## src/rtl/ms_tick_ctrl_if.sv

```systemverilog
// ms_tick_ctrl_if
// Purpose : Bundles the control and status signals of the millisecond tick
//           controller so that the controller and its user connect through
//           one port.
// Ports   : start, stop, clear - level-sampled run / pause / reset-counts controls
//           div               - tick period minus one, in clk cycles
//           ms_tick           - one-cycle pulse per elapsed period
//           ms_count          - wrapping millisecond count
//           wrap              - pulses with the tick that wraps ms_count to 0
//           running           - high while the controller is in RUN
// Modports: master drives the controls and observes the status;
//           slave is the controller itself.
interface ms_tick_ctrl_if #(
    parameter int W     = 5,
    parameter int CNT_W = 10
);
    logic             start;
    logic             stop;
    logic             clear;
    logic [W-1:0]     div;
    logic             ms_tick;
    logic [CNT_W-1:0] ms_count;
    logic             wrap;
    logic             running;

    modport master (
        output start, stop, clear, div,
        input  ms_tick, ms_count, wrap, running
    );

    modport slave (
        input  start, stop, clear, div,
        output ms_tick, ms_count, wrap, running
    );
endinterface

```

## src/rtl/ms_tick_ctrl.sv

```systemverilog
// ms_tick_ctrl
// Purpose : Runs a programmable prescaler, fires a one-cycle ms tick each
//           time the prescaler matches the latched divider, and accumulates
//           ticks in a count that wraps after MS_MAX.
// Ports   : clk    - clock, all state changes on the rising edge
//           rst_n  - asynchronous active-low reset
//           bus    - ms_tick_ctrl_if slave modport (controls in, status out)
// Params  : W      - prescaler / divider width
//           CNT_W  - millisecond count width
//           MS_MAX - last count value before wrap (must be < 2**CNT_W)
module ms_tick_ctrl #(
    parameter int W      = 5,
    parameter int CNT_W  = 10,
    parameter int MS_MAX = 999
) (
    input  logic          clk,
    input  logic          rst_n,
    ms_tick_ctrl_if.slave bus
);

    typedef enum logic [1:0] {
        IDLE  = 2'd0,
        RUN   = 2'd1,
        PAUSE = 2'd2
    } state_e;

    localparam logic [CNT_W-1:0] MS_MAX_C = CNT_W'(MS_MAX);

    state_e           state_q, state_d;
    logic [W-1:0]     pre_q, pre_d;
    logic [W-1:0]     div_q, div_d;
    logic [CNT_W-1:0] cnt_q, cnt_d;
    logic             tick_q, tick_d;
    logic             wrap_q, wrap_d;
    logic             match;

    // State register.
    always_ff @(posedge clk or negedge rst_n) begin
        if (!rst_n) begin
            state_q <= IDLE;
        end else begin
            state_q <= state_d;
        end
    end

    // Next-state logic. CLEAR beats STOP beats START, so a START that
    // arrives together with STOP never leaves IDLE or PAUSE.
    always_comb begin
        state_d = state_q;
        if (bus.clear) begin
            state_d = IDLE;
        end else begin
            case (state_q)
                IDLE:    if (bus.start && !bus.stop) state_d = RUN;
                RUN:     if (bus.stop)               state_d = PAUSE;
                PAUSE:   if (bus.start && !bus.stop) state_d = RUN;
                default: state_d = IDLE;
            endcase
        end
    end

    // Output logic: every status output comes straight from a flop.
    always_comb begin
        bus.running  = (state_q == RUN);
        bus.ms_tick  = tick_q;
        bus.wrap     = wrap_q;
        bus.ms_count = cnt_q;
    end

    assign match = (pre_q == div_q);

    // Datapath next values. A STOP on a match edge suppresses the match,
    // leaving PRE parked at DIV_Q so the first RUN edge after resume
    // produces the tick; this keeps RUN edges per tick at DIV_Q+1 across
    // pauses. The divider is relatched only at START-from-IDLE and on a match.
    always_comb begin
        pre_d  = pre_q;
        div_d  = div_q;
        cnt_d  = cnt_q;
        tick_d = 1'b0;
        wrap_d = 1'b0;
        if (bus.clear) begin
            pre_d = '0;
            div_d = '0;
            cnt_d = '0;
        end else begin
            case (state_q)
                IDLE: begin
                    if (bus.start && !bus.stop) begin
                        div_d = bus.div;
                        pre_d = '0;
                    end
                end
                RUN: begin
                    if (!bus.stop) begin
                        if (match) begin
                            pre_d  = '0;
                            tick_d = 1'b1;
                            div_d  = bus.div;
                            if (cnt_q == MS_MAX_C) begin
                                cnt_d  = '0;
                                wrap_d = 1'b1;
                            end else begin
                                cnt_d = cnt_q + CNT_W'(1);
                            end
                        end else begin
                            pre_d = pre_q + W'(1);
                        end
                    end
                end
                default: begin
                end
            endcase
        end
    end

    // Datapath registers.
    always_ff @(posedge clk or negedge rst_n) begin
        if (!rst_n) begin
            pre_q  <= '0;
            div_q  <= '0;
            cnt_q  <= '0;
            tick_q <= 1'b0;
            wrap_q <= 1'b0;
        end else begin
            pre_q  <= pre_d;
            div_q  <= div_d;
            cnt_q  <= cnt_d;
            tick_q <= tick_d;
            wrap_q <= wrap_d;
        end
    end

endmodule

```

## src/flat_wrapper.sv

```systemverilog
// flat-port wrapper written by rule: the top's interface ports become plain ports
module ms_tick_ctrl_flat 
#(
    parameter int W      = 5,
    parameter int CNT_W  = 10,
    parameter int MS_MAX = 999
)
  (clk, rst_n, bus_start, bus_stop, bus_clear, bus_div, bus_ms_tick, bus_ms_count, bus_wrap, bus_running);
  ms_tick_ctrl_if #(.W(W), .CNT_W(CNT_W)) bus_i ();
  input  logic clk;
  input  logic rst_n;
  input wire logic [$bits(bus_i.start)-1:0] bus_start;
  input wire logic [$bits(bus_i.stop)-1:0] bus_stop;
  input wire logic [$bits(bus_i.clear)-1:0] bus_clear;
  input wire logic [$bits(bus_i.div)-1:0] bus_div;
  output wire logic [$bits(bus_i.ms_tick)-1:0] bus_ms_tick;
  output wire logic [$bits(bus_i.ms_count)-1:0] bus_ms_count;
  output wire logic [$bits(bus_i.wrap)-1:0] bus_wrap;
  output wire logic [$bits(bus_i.running)-1:0] bus_running;
  assign bus_i.start = bus_start;
  assign bus_i.stop = bus_stop;
  assign bus_i.clear = bus_clear;
  assign bus_i.div = bus_div;
  assign bus_ms_tick = bus_i.ms_tick;
  assign bus_ms_count = bus_i.ms_count;
  assign bus_wrap = bus_i.wrap;
  assign bus_running = bus_i.running;
  ms_tick_ctrl #(.W(W), .CNT_W(CNT_W), .MS_MAX(MS_MAX)) u_core (.clk(clk), .rst_n(rst_n), .bus(bus_i));
endmodule
```

## config.mk

```make
export PLATFORM = sky130hd
export DESIGN_NAME = ms_tick_ctrl_flat
export DESIGN_NICKNAME = d
export VERILOG_FILES = /design/src/rtl/ms_tick_ctrl_if.sv /design/src/rtl/ms_tick_ctrl.sv /design/src/flat_wrapper.sv
export SDC_FILE = /design/constraint.sdc
export NUM_CORES = 1
export LEC_CHECK = 0
export BUFFER_PORTS_ARGS = -buffer_cell sky130_fd_sc_hd__clkbuf_2
export CAP_MARGIN = 20
export CORE_MARGIN = 2
export CORE_UTILIZATION = 30
export CTS_CLUSTER_DIAMETER = 120
export DETAILED_ROUTE_END_ITERATION = 10
export MAX_ROUTING_LAYER = met4
export PLACE_DENSITY = 0.46
export SETUP_SLACK_MARGIN = 0.05
export SLEW_MARGIN = 20
export SYNTH_ARGS = -nofsm -noshare
export SYNTH_HDL_FRONTEND = slang
export SYNTH_SLANG_ARGS = --single-unit
```

## constraint.sdc

```tcl
create_clock -name clk -period 4.1 [get_ports clk]
set_clock_uncertainty 0.05 [all_clocks]
set_input_delay 1.025 -clock clk [delete_from_list [all_inputs] [get_ports clk]]
set_output_delay 1.025 -clock clk [all_outputs]
set_load 0.02 [all_outputs]
```

==> out/metrics.yaml <==
cap_violations: 0
cp-start-kind: "register"
timing.rr.start: "u_core.bus.ms_count[0]"
final_common_cell: "dfrtp_1"
die_y_microns: 70.05
gr-usage-all-layers_pct: 13.50
start_util_pct: 30.69
crit_arrival_ns: 1.21
io_buffer_count: 22
p_comb_share_pct: 11.2
multi_input_area_sq_um: 678.2
place_area_sq_um: 1476
ios: 23
switchingPower_uw: 127.5
crit_type: "register to primary output"
area_delta_synth_final_pct: 18.26
synthesis.nets: 143
p_clk_share_pct: 41.3
finish.utilization_pct: 36.30
core_sq_um: 4264
wirelength_microns: 2916
firstDrtPassIters: 6
hold_end: "u_core.bus.ms_count[8]"
avgSynthCellArea_sq_um: 9.990
worstHoldStart: "u_core.bus.ms_count[8]"
drc: 0
regArea_sq_um: 600.6
drt_iter0_drc: 61
intPower_uw: 392.2
powerDensity_nw_per_um2: 335.8
netlist_instances: 131
vias: 1074
drive_gt1_share_pct: 25.81
r2r_slack_ns: 2.10
insertion_delay_ns: 0.27
cts_buffer_depth: 2
holdPathStages: 1
slew_violations: 0
final_antenna_net_count: 0
r2r-end: "u_core.bus.ms_count[3]"
viasPerCell: 5.188
synth_top_area_share_pct: 45.89
yosys_warnings: 0
antenna_found_initial: 0
critPathCaptureType: "primary output"
nets: 168
synth.area.top_cells: "dfrtp_1, xor2_1, mux2i_1, nor2_1, a21oi_1"
report.power.total_uw: 519.7
overflow: 0
place_hpwl_microns: 2179
swShare_pct: 24.53
tns_ns: 0
tritoncts.num_buffers: 3
setup_viol: 0
post_cts_buffers: 0
clkSinkCount: 24
period_minus_slack_ns: 2.282
dieWidth_microns: 70.05
final.period_utilization_pct: 55.65
cts_tree: "built"
wl_per_cell_microns: 14.09
grt_max_degree: 25
fill_cells: 453
final_cell_mix: "dfrtp_1, clkbuf_2, nor2_1"
clock-root-buffer: "clkbuf_8"
peakVddDrop_mv: 0.1103
rsz0062_at_grt: "no"
dieArea_sq_um: 4907
gp_congestion: 0.7506
max_freq_mhz: 438.3
hold_viol: 0
min_path_type: "register to register"
rr_worst_depth: 6
syn_area_sq_um: 1309
critPathRequiredTime_ns: 3.02
status: "complete, no violations"
htreeDepth: 1
fin_area_sq_um: 1548
hold_buffers: 0
p_seq_share_pct: 47.5
power.leakage_uw: 0.0007366
clk_pin_slew_worst_paths_ns: 0.09
synth_cell_types: 39
rows: 24
ys_seq_elements: 24
grt_pass1_wl_microns: 5161
yosys.area.top_type: "dfrtp_1"
crit_fanout: 5
tightest_slew_ns: 0.6209
cts_resized: 0
slew_headroom_pct: 58.61
seq_area_frac_synth_pct: 45.89
num_antenna_cells: 0
grt_pass1_vias: 1109
## worst max-delay path by stage
stage                            startpoint                      to  slack [ns]
after floorplan                    bus_stop  u_core.bus.ms_count[7]        1.99
after global placement             bus_stop  u_core.bus.ms_count[7]        1.66
after detailed placement           bus_stop         u_core.div_q[1]        1.66
after CTS                 u_core.state_q[1]             bus_running        1.81
after global routing      u_core.state_q[1]             bus_running        1.74
final                     u_core.state_q[1]             bus_running        1.82
## cell type report
cell class	count	area share [%]
Clock buffer	3	2.668
Clock inverter	1	1.940
Inverter	6	1.455
Multi-Input combinational cell	99	43.82
Sequential cell	24	38.80
Tap cell	52	4.204
Timing Repair Buffer	22	7.114
## Yosys cell counts
cell       instances
a31oi_1            1
xor2_1             9
o21bai_1           1
nand2b_4           1
nand4_4            1
a31o_2             1
a21o_2             1
ha_1               2
o22ai_1            1
or3_1              2
nor3_1             4
o21ai_0            5
o32ai_1            1
nor2_1            16
o2111ai_1          2
nand2b_1           1
a21oi_1           10
mux2i_1            6
inv_1              6
and2_2             1
nor4_1             1
a31oi_2            1
and2_1             1
nand2_2            1
a311o_1            1
dfrtp_1           24
nor3_4             1
nand4_1            1
o31ai_1            1
and4_1             1
a311oi_1           1
nand2_1           10
nor4_4             1
o41ai_2            1
or3_2              1
and3_2             2
and4bb_2           1
clkbuf_1           2
nand3_1            7
## state kept, by name, summed over array words and instances, names as in the netlist
register	flops
u_core.bus.ms_count	10
u_core.pre_q	5
u_core.div_q	5
u_core.bus.wrap	1
u_core.state_q	2
u_core.bus.ms_tick	1
## critical path: stages (launching register included)
cell and delay [ns]:
dfrtp_1 0.42, nand2b_4 0.18, inv_1 0.14, clkbuf_2 0.19
## per-layer routing
layer	wire length, microns	share of wire (%)	track usage [%]
met1	1327	46	16.27
met2	1458	50	22.96
met3	107	3.7	2.742
met4	22	0.75	3.846
met5	0	0	-
## kinds of logic after synthesis
group           Yosys count  share of synthesized area (%)
simple gates             54                          24.48
compound gates           28                          14.82
flops                    24                          45.89
xor+xnor                  9                          6.023
buf+inv                   8                          2.295
mux                       6                          4.589
fa+ha+maj                 2                          1.912
## power by group through the flow
stage | sequential (uW) | clock [uW] | combinational, uW
3_3_place_gp | 251 | 0 | 59.0
3_5_place_dp | 252 | 0 | 60.0
5_1_grt | 248 | 232 | 66.4
4_1_cts | 247 | 222 | 60.2
6_report | 247 | 215 | 58.4
2_1_floorplan | 251 | 0 | 40.1
## through the flow
stage	worst slack, ns	hold WS [ns]	std cells
global placement	1.664	0.4719	203
finish	1.818	0.4894	207
detailed placement	1.658	0.4840	203
global route	1.745	0.5378	207
CTS	1.811	0.4981	207
floorplan	1.989	0.4593	131
Note: power is estimated with default switching activity, not from simulation.
